$ cat src/rtl/ped_pkg.sv
// Shared types and constants for the pedestrian crossing unit.
package ped_pkg;

  typedef enum logic [1:0] {
    IDLE  = 2'd0,
    REQ   = 2'd1,
    WALK  = 2'd2,
    FLASH = 2'd3
  } ped_state_t;

  localparam int DEF_DEB_CYCLES   = 4;
  localparam int DEF_WALK_CYCLES  = 8;
  localparam int DEF_FLASH_CYCLES = 4;

  // Light vector is packed as {G, Y, R}.
  localparam logic [2:0] LIGHT_G    = 3'b100;
  localparam logic [2:0] LIGHT_Y    = 3'b010;
  localparam logic [2:0] LIGHT_R    = 3'b001;
  localparam logic [2:0] LIGHT_NONE = 3'b000;

  // True when more than one bit is set.
  function automatic logic multi_light(input logic [2:0] lights);
    return (lights & (lights - 3'd1)) != LIGHT_NONE;
  endfunction

  function automatic int max2(input int a, input int b);
    return (a > b) ? a : b;
  endfunction

endpackage

$ cat src/rtl/ped_btn_debounce.sv
// Button synchronizer and debouncer; emits one registered press pulse per
// qualified press.
module ped_btn_debounce
  import ped_pkg::*;
#(
  parameter int DEB_CYCLES = DEF_DEB_CYCLES
) (
  input  logic CLK,
  input  logic RST,
  input  logic Btn,
  output logic press
);

  localparam int DW = $clog2(DEB_CYCLES + 1);

  logic          sync1;
  logic          sync2;
  logic [DW-1:0] cnt;

  // Count saturates at DEB_CYCLES so a held button cannot re-fire.
  always_ff @(posedge CLK) begin
    if (RST) begin
      sync1 <= 1'b0;
      sync2 <= 1'b0;
      cnt   <= '0;
      press <= 1'b0;
    end else begin
      sync1 <= Btn;
      sync2 <= sync1;
      press <= 1'b0;
      if (!sync2) begin
        cnt <= '0;
      end else if (cnt != DW'(DEB_CYCLES)) begin
        cnt   <= cnt + DW'(1);
        press <= (cnt == DW'(DEB_CYCLES - 1));
      end
    end
  end

endmodule

$ cat src/rtl/ped_crossing_unit.sv
// Pedestrian side of the stoplight: latches the crossing request and runs
// the walk / flashing don't-walk sequence off the controller's lights.
module ped_crossing_unit
  import ped_pkg::*;
#(
  parameter int DEB_CYCLES   = DEF_DEB_CYCLES,
  parameter int WALK_CYCLES  = DEF_WALK_CYCLES,
  parameter int FLASH_CYCLES = DEF_FLASH_CYCLES
) (
  input  logic CLK,
  input  logic RST,
  input  logic Btn,
  input  logic SigG,
  input  logic SigY,
  input  logic SigR,
  output logic Ped,
  output logic Walk,
  output logic DontWalk,
  output logic Flash,
  output logic Fault
);

  localparam int PW = $clog2(max2(WALK_CYCLES, FLASH_CYCLES) + 1);

  ped_state_t    state, next_state;
  logic [PW-1:0] phase, phase_n;
  logic          prev_r;
  logic          press;
  logic          multi;
  logic          fresh_red;
  logic          abort;
  logic          fault_n;

  ped_btn_debounce #(.DEB_CYCLES(DEB_CYCLES)) u_deb (
    .CLK   (CLK),
    .RST   (RST),
    .Btn   (Btn),
    .press (press)
  );

  assign multi     = multi_light({SigG, SigY, SigR});
  assign fresh_red = SigR & ~prev_r;
  // Red must stay solely lit for the whole walk/flash window.
  assign abort     = ((state == WALK) || (state == FLASH)) && (!SigR || multi);
  assign fault_n   = Fault | multi | abort;

  always_comb begin
    next_state = state;
    phase_n    = phase;
    case (state)
      IDLE: begin
        if (press) next_state = REQ;
      end
      REQ: begin
        if (fresh_red && !multi) begin
          next_state = WALK;
          phase_n    = PW'(WALK_CYCLES - 1);
        end
      end
      WALK: begin
        if (abort) begin
          next_state = IDLE;
          phase_n    = '0;
        end else if (phase == '0) begin
          next_state = FLASH;
          phase_n    = PW'(FLASH_CYCLES - 1);
        end else begin
          phase_n = phase - PW'(1);
        end
      end
      FLASH: begin
        if (abort || phase == '0) begin
          next_state = IDLE;
          phase_n    = '0;
        end else begin
          phase_n = phase - PW'(1);
        end
      end
      default: begin
        next_state = IDLE;
        phase_n    = '0;
      end
    endcase
  end

  // Lamps are decoded from the next state so they change on the same edge.
  always_ff @(posedge CLK) begin
    if (RST) begin
      state    <= IDLE;
      phase    <= '0;
      prev_r   <= 1'b0;
      Ped      <= 1'b0;
      Walk     <= 1'b0;
      DontWalk <= 1'b1;
      Flash    <= 1'b0;
      Fault    <= 1'b0;
    end else begin
      state    <= next_state;
      phase    <= phase_n;
      prev_r   <= SigR;
      Ped      <= (next_state == REQ);
      Walk     <= (next_state == WALK);
      DontWalk <= (next_state != WALK);
      Flash    <= (next_state == FLASH);
      Fault    <= fault_n;
    end
  end

endmodule

$ cat config.mk
export PLATFORM = sky130hd
export DESIGN_NAME = ped_crossing_unit
export DESIGN_NICKNAME = d
export VERILOG_FILES = /design/src/rtl/ped_pkg.sv /design/src/rtl/ped_btn_debounce.sv /design/src/rtl/ped_crossing_unit.sv
export SDC_FILE = /design/constraint.sdc
export NUM_CORES = 1
export LEC_CHECK = 0
export BUFFER_PORTS_ARGS = -buffer_cell sky130_fd_sc_hd__buf_2
export CORE_MARGIN = 2
export CORE_UTILIZATION = 40
export DETAILED_ROUTE_END_ITERATION = 8
export GPL_TIMING_DRIVEN = 1
export PLACE_DENSITY_LB_ADDON = 0.1
export SYNTH_ARGS = -nofsm -noshare
export SYNTH_HDL_FRONTEND = slang
export SYNTH_SLANG_ARGS = --single-unit
$ cat constraint.sdc
create_clock -name CLK -period 3.4 [get_ports CLK]
set_input_delay 0.51 -clock CLK [delete_from_list [all_inputs] [get_ports CLK]]
set_output_delay 0.51 -clock CLK [all_outputs]
set_load 0.02 [all_outputs]
-- Word-level counts from Yosys, hierarchy flattened
Index checks and enable logic that the tools add are counted.
- register bits after elaboration: 18
- bits of input ports: 6
- add/subtract/negate cells: 3
- equal/unequal tests: 10
- muxes and demuxes: 11
- bitwise operators: 7
- reduce and logical (&&, ||, !) cells: 14
- operator list (kind ; count):
    $mux W4 ; 4
    $pmux W4 S3 ; 1
    $mux W2 ; 5
    $eq A2 B2 Y1 const B ; 4
    $pmux W2 S4 ; 1
    $reduce_bool A3 Y1 ; 2
    $eq A2 B1 Y1 const B ; 2
    $logic_not A4 Y1 ; 1
    $ne A2 B2 Y1 const B ; 2
    $sub A4 B1 Y4 const B ; 1
    $add A3 B1 Y3 const B ; 1
    $and A3 B3 Y3 ; 1
    $eq A3 B2 Y1 const B ; 1
    $logic_or A1 B1 Y1 ; 3
    $ne A3 B3 Y1 const B ; 1
    $not A1 Y1 ; 3
    $reduce_or A3 Y1 ; 1
    $sub A3 B1 Y3 const B ; 1
    $logic_and A1 B1 Y1 ; 2
    $logic_not A1 Y1 ; 2
    $logic_not A2 Y1 ; 1
    $or A1 B1 Y1 ; 2
    $reduce_and A2 Y1 ; 1
    $reduce_or A2 Y1 ; 1
    $and A1 B1 Y1 ; 1

-- Longest topological paths before layout
Gate-level depths: netlist (run 1).
- depth in word-level cells: 9
- depth in mapped cells: 6
- depth with buffers taken out: 6

-- Modules after synthesis
Synthesis (run 1) repeated with hierarchy kept, for this count alone.
- cell total of the unflattened synthesis: 83
- area total of the unflattened synthesis: 809.5 um^2
- modules (own cells, without submodules) (module ; times used ; cells each ; area each (um^2) ; sequential area each (um^2)):
    ped_crossing_unit ; 1 ; 59 ; 561.8 ; 240.2
    ped_btn_debounce ; 1 ; 24 ; 247.7 ; 120.1

-- Worst setup path before layout (run 1)
OpenSTA, ideal clock, no wires.
- path type: input to register
- start point: input SigY
- end point: register Walk
- setup time: 115 ps
- arrival time: 1631 ps
- data required time: 3285 ps
- setup slack: 1654 ps
- cell stages on the path: 4
- path buffers: 1
- cells stage by stage: or3b_1 > buf_6 > a2111o_1 > and2_1
- word-level cells in the longest chain between the ends: 9
- elaborated cells on any way between the ends: 13
- those cells by class: add/sub (1); eq/ne (1); mux (4); bitwise (1); reduce/logical (6)
- RTL lines (what ; line ; RTL):
    start, declared ; ped_crossing_unit.sv:14 ; input logic SigY,
    $sub A3 B1 Y3 ; ped_pkg.sv:23 ; return (lights & (lights - 3'd1)) != LIGHT_NONE;
    $and A3 B3 Y3 * ; ped_pkg.sv:23 ;
    $reduce_bool A3 Y1 * ; ped_pkg.sv:23 ;
    $logic_or A1 B1 Y1 ; ped_crossing_unit.sv:44 ; assign abort = ((state == WALK) || (state == FLASH)) && (!SigR || multi);
    $logic_and A1 B1 Y1 ; ped_crossing_unit.sv:44 ;
    $logic_or A1 B1 Y1 ; ped_crossing_unit.sv:72 ; if (abort || phase == '0) begin
    $mux W2 ; ped_crossing_unit.sv:72 ;
    $pmux W2 S4 * ; ped_crossing_unit.sv:50 ; case (state)
    $eq A2 B2 Y1 * ; ped_crossing_unit.sv:102 ; Walk <= (next_state == WALK);
    end signal, assigned ; ped_crossing_unit.sv:102 ;
    end, declared ; ped_crossing_unit.sv:17 ; output logic Walk,
Every way passes the cells marked *; elsewhere a longest branch is shown, timed or not.
A chain may end at the register's enable or synchronous reset.

-- Final worst setup path (run 1)
- start point: register phase[0]
- end point: register Walk
- word-level cells in the longest chain between the ends: 5
- elaborated cells on any way between the ends: 7
- those cells by class: eq/ne (1); mux (4); reduce/logical (2)
- RTL lines (what ; line ; RTL):
    start, declared ; ped_crossing_unit.sv:26 ; logic [PW-1:0] phase, phase_n;
    start signal, assigned ; ped_crossing_unit.sv:99 ; phase <= phase_n;
    $logic_not A4 Y1 * ; ped_crossing_unit.sv:64, ped_crossing_unit.sv:72 ;
    $mux W2 or $logic_or A1 B1 Y1 (tied branches) ; ped_crossing_unit.sv:64, ped_crossing_unit.sv:72 ;
    $mux W2 (on tied branches) ; ped_crossing_unit.sv:61, ped_crossing_unit.sv:72 ;
    $pmux W2 S4 * ; ped_crossing_unit.sv:50 ;
    $eq A2 B2 Y1 * ; ped_crossing_unit.sv:102 ;
Marks and branches as above.

==> run metrics, run 1 <==
CP max FO=5; P_int=0.2614 mW; post-route setup slack=1.581 ns; DRC viols=0; skew final=0.002086 ns; register area share after synthesis=45.93%; Post-synth top cells=18 x dfxtp_1, 8 x nor2_1, 6 x inv_1, 6 x nor2b_1; Largest regs=phase: 4 flops, u_deb.cnt: 3 flops, state: 2 flops; Vias=587; critical path launch point type=flip-flop; Ys Warns=0; placed instance count=118; CTS buffer count=3; dpl ws=1.478 ns; Reg with most FFs=phase; Psw=0.07242 mW; drt via density=4.851; Layout area overhead=11.16%; nature of the critical path endpoint=flip-flop; fin cells=121; Slew HR=67.16%; PortBufs=10; Core ar.=1902 um2; Row Count=16; Tot GR Track Use=12.65%; Switching Share=21.69%; hold slack final=0.4287 ns; register-to-register setup slack=1.58 ns; Die Y=48.29 um; Pwr Density=382.8 nW/um2; most common cell in the netlist=dfxtp_1; Worst-Margin Slew=0.4920 ns; synthesized area=784.5 um2; status=finished clean; DR WL/cell=10.26 um; Yosys reg bits=18; worst skew pair latency=0.29 ns; Final Hold Viols=0; Die X-Extent=48.29 um; H-tree lvl count=1; initial core utilization=41.25%; Final period util=53.49%; Hold EP=u_deb.sync1; RR Endpoint=Walk; largest net degree at the start of global routing=16; logic gate share of total power=4.5%; # clock sinks=18; Post-synth EDFFs=0; CTS tree=done; Top FF cell, synth=dfxtp_1; detailed-route wire length=1.242 mm; Filler cells=191; Post-Syn Area per Cell=9.339 um2; post-synth top area cell=dfxtp_1; initial antenna violation count=0; Largest register FFs=4; Finished Cell Area=872.1 um2; CP Class=reg -> reg; Post-DP Area=849.6 um2; area of the multi-input gates=382.9 um2; asr flop ratio synth=0%; detailed router's first-iteration violation count=9; setup bufs post-CTS=0; setup TNS=0 ns; Cells after Synth=84; Post-CTS Resized=0; leak pwr=0.3515 nW; synth unique cells=31; fin crit period=1.819 ns; FF-to-FF path depth=6; Sequential Power Share=64.4%; share of Yosys cell area claimed by the top area cell type=45.93%; CTS Buffer Depth=2; global-route wire length before repair=1.973 mm; Hold WC Path Type=in -> reg; Reg area=360.3 um2; clock root buffer=clkbuf_4; Synth area leaders=dfxtp_1 46%, ha_1 8.0%, nor2b_1 4.8%; Data arrival, critical path=2.01 ns; vias in the first global route=452; setup violators final=0; Hold-fix buffers, CTS=0; syn nets=95; Worst-path clk slew=0.10 ns; hpwl dp=905 um; clock power share=31.1%; max_cap viols=0; final core occ=45.86%; first drt pass iteration count=4; antenna-violating nets left=0; Critical R2R Launch=phase[0]; die area=2331 um2; Final Net Count=107; share of layout cells above drive strength 1=18.09%; Hold Path Depth=2; Hold Startpoint=Btn; total grt overflow=0; Top-Level Pins=11; RSZ-0062 raised after global routing=no; GPL Wtd Cong=0.7324; Antenna Cells=0; maximum vdd drop=0.2399 mV; fmax=0.5499 GHz; Final Max Slew Viols=0; total power=0.3339 mW; required time of the critical path=3.59 ns
-- final cells by class --
class	instances	share of cell area [%]
well taps	27	3.874
multi-input cells	57	43.90
flip-flops and latches	18	41.32
inverters	6	2.582
clock buffers	3	2.582
repair buffers	10	5.739
-- cell usage in the layout, fill, tap and decap left out --
master,netlist,final
inv_1,6,6
or3b_1,1,1
nor3b_1,2,2
nand2_1,5,5
or2_2,1,1
a221oi_1,2,2
a21oi_1,5,5
and2_1,1,1
xnor2_1,1,1
and4b_1,1,1
nand2b_1,2,2
nor4_2,1,1
or3b_2,1,1
buf_2,0,10
ha_1,5,5
a211o_1,1,1
nor3_2,1,1
nor3_1,1,1
and3_1,1,1
o21ai_0,2,2
or3_1,1,1
a211oi_1,1,1
o32ai_1,1,1
nor2b_1,6,6
o211ai_1,1,1
nand3_1,3,3
clkbuf_4,0,3
dfxtp_1,18,18
nand4_1,1,1
a2111o_1,1,1
nor2_1,8,8
-- power groups by stage --
stage	Combinational [mW]	Sequential, mW	Clock, mW
4_1_cts	0.0153	0.215	0.112
6_report	0.0151	0.215	0.104
3_5_place_dp	0.0155	0.220	0
3_3_place_gp	0.0151	0.220	0
5_1_grt	0.0172	0.216	0.120
2_1_floorplan	0.00909	0.221	0
-- how the worst max path moves through the flow --
| stage | cells after the start | start | to |
|---|---|---|---|
| finish | 6 | phase[0] | Walk |
| global route | 6 | phase[0] | Walk |
| CTS | 6 | phase[0] | Walk |
| detailed placement | 4 | SigY | Walk |
| global placement | 4 | SigY | Walk |
| floorplan | 4 | SigY | Walk |
-- layer usage --
metal / track usage (%) / share of wire [%]
met1: 18.65 / 54
met2: 15.79 / 40
met3: 4.444 / 6.6
met4: 6.486 / 0
met5: 0 / 0
-- critical path, stage by stage, from the launching register on --
cell	delay (ns)
dfxtp_1	0.33
inv_1	0.09
ha_1	0.16
nor3b_1	0.38
a211oi_1	0.14
a2111o_1	0.47
and2_1	0.16
-- kinds of logic (layout without fill, tap and decap cells) --
logic type	Yosys count	in the layout	share of synthesized area, %
xor gates and xnor gates	1	1	1.117
adders and majority gates	5	5	7.974
and+or+nand+nor	37	37	27.43
AOI/OAI and AO/OA	14	14	12.28
DFF	18	18	45.93
buffers and inverters	9	19	5.263
Note: power is estimated with default switching activity, not from simulation.
==> inputs of run 2 (changes only) <==
--- a/config.mk
+++ b/config.mk
@@ -5,7 +5,9 @@
 export SDC_FILE = /design/constraint.sdc
 export NUM_CORES = 1
 export LEC_CHECK = 0
+export ABC_AREA = 1
 export BUFFER_PORTS_ARGS = -buffer_cell sky130_fd_sc_hd__buf_2
+export CORE_ASPECT_RATIO = 0.6
 export CORE_MARGIN = 2
 export CORE_UTILIZATION = 40
 export DETAILED_ROUTE_END_ITERATION = 8
==> constraint.sdc (replaced) <==
create_clock -name CLK -period 1.8 [get_ports CLK]
set_input_delay 0.27 -clock CLK [delete_from_list [all_inputs] [get_ports CLK]]
set_output_delay 0.27 -clock CLK [all_outputs]
set_load 0.02 [all_outputs]
==> run metrics, run 2 <==
status=finished clean; Post-synth top cells=18 x dfxtp_1, 17 x inv_1, 16 x nand2_1, 13 x nor2_1; required time of the critical path=1.95 ns; RSZ-0062 raised after global routing=no; Data arrival, critical path=1.43 ns; maximum vdd drop=0.3937 mV; Pwr Density=725.0 nW/um2; commonest non-fill, non-tap cell in the layout=dfxtp_1; setup bufs post-CTS=0; synthesized area=907.1 um2; Critical R2R Launch=phase[0]; vias in the first global route=576; Final Max Slew Viols=0; Tot GR Track Use=14.54%; skew final=0.0005694 ns; critical path launch point type=flip-flop; detailed-route wire length=1.600 mm; Die Y=40.89 um; share of Yosys cell area claimed by the top area cell type=39.72%; Slew HR=72.37%; Antenna Cells=0; Worst-path clk slew=0.06 ns; Yosys reg bits=18; setup TNS=0 ns; Worst Setup EP=DontWalk; RR Endpoint=DontWalk; max_cap viols=0; setup violators final=0; # clock sinks=18; Post-DP Area=983.4 um2; initial core utilization=41.93%; antenna-violating nets left=0; drt via density=4.462; largest net degree at the start of global routing=11; register-to-register setup slack=0.51 ns; H-tree lvl count=1; PortBufs=10; Top-Level Pins=11; most common cell in the netlist=dfxtp_1; fin crit period=1.287 ns; most frequent cells in the layout=18 x dfxtp_1, 17 x inv_1, 16 x nand2_1; Largest regs=phase: 4 flops, u_deb.cnt: 3 flops, state: 2 flops; CTS buffer count=3; die area=2677 um2; Post-CTS Resized=0; worst skew pair latency=0.25 ns; CTS Buffer Depth=2; hpwl dp=1.205 mm; Core ar.=2163 um2; placed instance count=154; hold slack final=0.2228 ns; Vias=705; Largest register FFs=4; Post-synth EDFFs=0; global-route wire length before repair=2.697 mm; CP Class=reg -> reg; Final Hold Viols=0; Post-Syn Area per Cell=7.888 um2; post-synth top area cell=dfxtp_1; detailed router's first-iteration violation count=46; Final Net Count=140; final core occ=48.00%; nature of the critical path endpoint=flip-flop; asr flop ratio synth=0%; Synth area leaders=dfxtp_1 40%, inv_1 7.0%, ha_1 6.9%; FF-to-FF path depth=8; GPL Wtd Cong=0.8548; leak pwr=0.4975 nW; register area share after synthesis=39.72%; clock root buffer=clkbuf_8; critical path launch point=phase[0]; Worst-Margin Slew=0.4139 ns; syn nets=126; Ys Warns=0; Die X-Extent=65.48 um; synth unique cells=22; total grt overflow=0; DRC viols=0; Finished Cell Area=1039 um2; Top FF cell, synth=dfxtp_1; DR WL/cell=10.13 um; Reg with most FFs=phase; fin cells=158; Row Count=13; fmax=0.7773 GHz; CP max FO=7; Cells after Synth=115; CTS tree=done; first drt pass iteration count=5; initial antenna violation count=0; share of layout cells above drive strength 1=28.13%; Hold WC Path Type=in -> reg; Layout area overhead=14.48%; Final period util=71.47%; Hold-fix buffers, CTS=0
run 2: cell count changes after synthesis, sizes merged, moves of 2 or more:
cell	before	now
inv	6	25
nand2	5	21
nand3	3	13
nor2	8	16
nor2b	6	0
nand4	1	5
a21oi	5	3
a221oi	2	0
a31oi	0	2
clkbuf	2	0
nand2b	2	0
nor3	2	0
nor3b	2	0
or3b	2	0
run 2: worst min-delay path by stage:
stage	slack, ns	to	startpoint	cells past startpoint
finish	0.22	u_deb.sync1	Btn	3
global route	0.24	u_deb.sync1	Btn	3
CTS	0.22	u_deb.sync1	Btn	3
detailed placement	0.40	u_deb.sync2	u_deb.sync1	2
global placement	0.39	u_deb.sync2	u_deb.sync1	2
floorplan	0.34	Fault	RST	1
run 2: metal layers:
layer  track usage (%)  wire length (um)
met5                 0                 0
met4             4.688                 0
met3             6.044               119
met2             18.62               577
met1             21.25               903
run 2: layout make-up:
class                   count  area (um2)
multi-input cells          71       439.2
inverters                  25       96.34
repair buffers             10       50.05
fillers                   213        1125
flip-flops and latches     18       360.3
well taps                  30       37.54
clock buffers               4       55.05
run 2: through the flow:
stage	worst slack (ns)	power [mW]
after floorplan	0.6184	0.4306
after global placement	0.5200	0.4446
after detailed placement	0.5320	0.4450
after CTS	0.5101	0.7643
after global routing	0.3765	0.7917
final	0.5135	0.7529
run 2: where the power goes:
part / total (mW) / internal, mW / switching (mW)
clock network: 0.317 / 0.194 / 0.123
registers: 0.406 / 0.404 / 0.00216
logic: 0.0296 / 0.0106 / 0.0190
total: 0.753 / 0.609 / 0.144
run 2: kinds of logic after synthesis:
kind of cell,count (synthesis),synth area share (%)
adders and majority gates,5,6.897
DFF,18,39.72
xor gates and xnor gates,1,0.9657
AOI/OAI and AO/OA,9,5.516
and+or+nand+nor,56,35.03
buffers and inverters,26,11.86
run 2: critical path: stages (launching register included):
cell and delay, ns:
dfxtp_1 0.34, inv_1 0.10, ha_1 0.25, nand3_4 0.14, nand3_4 0.09, nand3_2 0.08, nand2_2 0.07, inv_2 0.07
nand2_1 0.04
==> inputs of run 3 (changes only) <==
--- a/config.mk
+++ b/config.mk
@@ -5,9 +5,8 @@
 export SDC_FILE = /design/constraint.sdc
 export NUM_CORES = 1
 export LEC_CHECK = 0
-export ABC_AREA = 1
+export ABC_AREA = 0
 export BUFFER_PORTS_ARGS = -buffer_cell sky130_fd_sc_hd__buf_2
-export CORE_ASPECT_RATIO = 0.6
 export CORE_MARGIN = 2
 export CORE_UTILIZATION = 40
 export DETAILED_ROUTE_END_ITERATION = 8
==> constraint.sdc (replaced) <==
create_clock -name CLK -period 1.28 [get_ports CLK]
set_input_delay 0.192 -clock CLK [delete_from_list [all_inputs] [get_ports CLK]]
set_output_delay 0.192 -clock CLK [all_outputs]
set_load 0.02 [all_outputs]
==> run metrics, run 3 (same netlist as run 1, synthesis figures left out) <==
status=finished, violations left; failing checks=negative setup slack; nature of the critical path endpoint=flip-flop; DR WL/cell=12.07 um; Final Net Count=127; Reg with most FFs=phase; total grt overflow=0; CTS Buffer Depth=2; Psw=0.2016 mW; Row Count=16; required time of the critical path=1.47 ns; dpl ws=-0.3159 ns; Critical R2R Launch=phase[0]; initial core utilization=41.25%; commonest non-fill, non-tap cell in the layout=buf_4; Largest regs=phase: 4 flops, u_deb.cnt: 3 flops, state: 2 flops; Die Y=48.29 um; Switching Share=20.80%; setup violators final=9; fmax=0.6276 GHz; max_cap viols=0; most frequent cells in the layout=18 x buf_4, 16 x dfxtp_1, 10 x buf_2; critical path launch point type=flip-flop; die area=2331 um2; Vias=682; initial antenna violation count=0; Slew HR=77.71%; Final Max Slew Viols=0; M1 WL=684 um; Antenna Cells=0; Layout area overhead=45.14%; PortBufs=10; post-route setup slack=-0.3133 ns; P_int=0.7678 mW; CTS tree=done; vias in the first global route=682; Worst-path clk slew=0.10 ns; worst skew pair latency=0.29 ns; logic gate share of total power=5.7%; detailed router's first-iteration violation count=3; fin crit period=1.593 ns; Worst-Margin Slew=0.3316 ns; skew final=0.006336 ns; area of the multi-input gates=475.5 um2; CTS buffer count=3; Data arrival, critical path=1.78 ns; Reg area=362.8 um2; RSZ-0062 raised after global routing=yes; Core ar.=1902 um2; met2 routed WL=943 um; antenna-violating nets left=0; Top-Level Pins=11; CP max FO=5; Sequential Power Share=59.0%; Filler cells=180; first drt pass iteration count=4; Top Metal Used=met4; drt via density=4.803; Crit-path slowest cell=a2111o_1; leak pwr=0.4728 nW; largest net degree at the start of global routing=15; maximum vdd drop=0.7209 mV; Hold WC Path Type=in -> reg; # clock sinks=18; CP Class=reg -> reg; detailed-route wire length=1.714 mm; clock power share=35.4%; Finished Cell Area=1139 um2; Final period util=124.5%; Tot GR Track Use=16.77%; Largest stage delay, worst path=0.46 ns; clock root buffer=clkbuf_4; share of layout cells above drive strength 1=48.70%; hpwl dp=1.151 mm; H-tree lvl count=1; met3 routed WL=55 um; Die X-Extent=48.29 um; critical path launch point=phase[0]; Cell Chain, Critical Path=inv_2 > ha_4 > nor3b_4 > and3_4 > a2111o_1 > and2_1; Final Hold Viols=0; Hold Startpoint=Btn; Pwr Density=851.5 nW/um2; GPL Wtd Cong=0.7180; DRC viols=0; Largest register FFs=4; Post-DP Area=987.2 um2; global-route wire length before repair=2.642 mm
==> run 3: cell count changes in the layout (fill, tap and decap cells not counted), sizes merged, moves of 2 or more <==
cell	change
buf	+20
inv	-19
nand2	-16
nand3	-10
nor2	-8
nor2b	+6
nand4	-4
a21oi	+2
a221oi	+2
a31oi	-2
nand2b	+2
nor3	+2
nor3b	+2
or3b	+2
==> run 3: worst paths after layout <==
path / slack [ns] / end / depth (start not counted)
setup / recovery: -0.31 / Walk / 6
hold / removal: 0.11 / u_deb.sync1 / 2
setup reg to reg: -0.31 / Walk / 6
hold reg to reg: 0.45 / u_deb.sync2 / 1
==> run 3: what timing repair did <==
item | 4_1_cts | 5_1_grt
setup buffers | 8 | 0
pin swaps | 8 | 2
gates resized for setup | 9 | 7
endpoints found under the setup margin | 9 | 10
hold endpoints to repair | 0 | 0
hold buffers | 0 | 0
==> run 3: critical path: cells and delay by family, from the launching register on <==
family,cells,cell delay (ns)
buffers and inverters,1,0.05
AOI/OAI and AO/OA,1,0.46
adders and majority gates,1,0.15
and+or+nand+nor,3,0.47
DFF,1,0.35
==> run 3: layout make-up <==
class	count	area share (%)
multi-input cells	57	41.76
flip-flops and latches	18	31.87
repair buffers	30	18.24
clock buffers	4	3.187
well taps	27	2.967
inverters	6	1.978
==> run 3: per-layer routing <==
layer  up-vias  GRT usage [%]
met5         -              0
met4         0          8.108
met3         4          3.333
met2        12          30.53
met1       312          18.28
li1        354              -
==> run 3: per-stage QoR <==
| step | hold WS, ns | TNS (ns) | std cells | power [mW] | util (%) |
|---|---|---|---|---|---|
| floorplan | 0.2783 | -0.6261 | 84 | 0.6112 | - |
| global placement | 0.4174 | -1.990 | 132 | 0.6342 | 51.91 |
| detailed placement | 0.4214 | -2.468 | 132 | 0.6349 | 51.91 |
| CTS | 0.1139 | -1.587 | 142 | 0.9805 | 58.09 |
| global route | 0.1034 | -2.318 | 142 | 1.017 | 59.87 |
| finish | 0.1130 | -1.775 | 142 | 0.9695 | 59.87 |
==> run 3: power groups by stage <==
stage / clock [mW] / sequential, mW / combinational, mW
floorplan: 0 / 0.587 / 0.0242
finish: 0.343 / 0.572 / 0.0552
global placement: 0 / 0.585 / 0.0497
detailed placement: 0 / 0.585 / 0.0503
global route: 0.382 / 0.573 / 0.0622
CTS: 0.357 / 0.572 / 0.0516
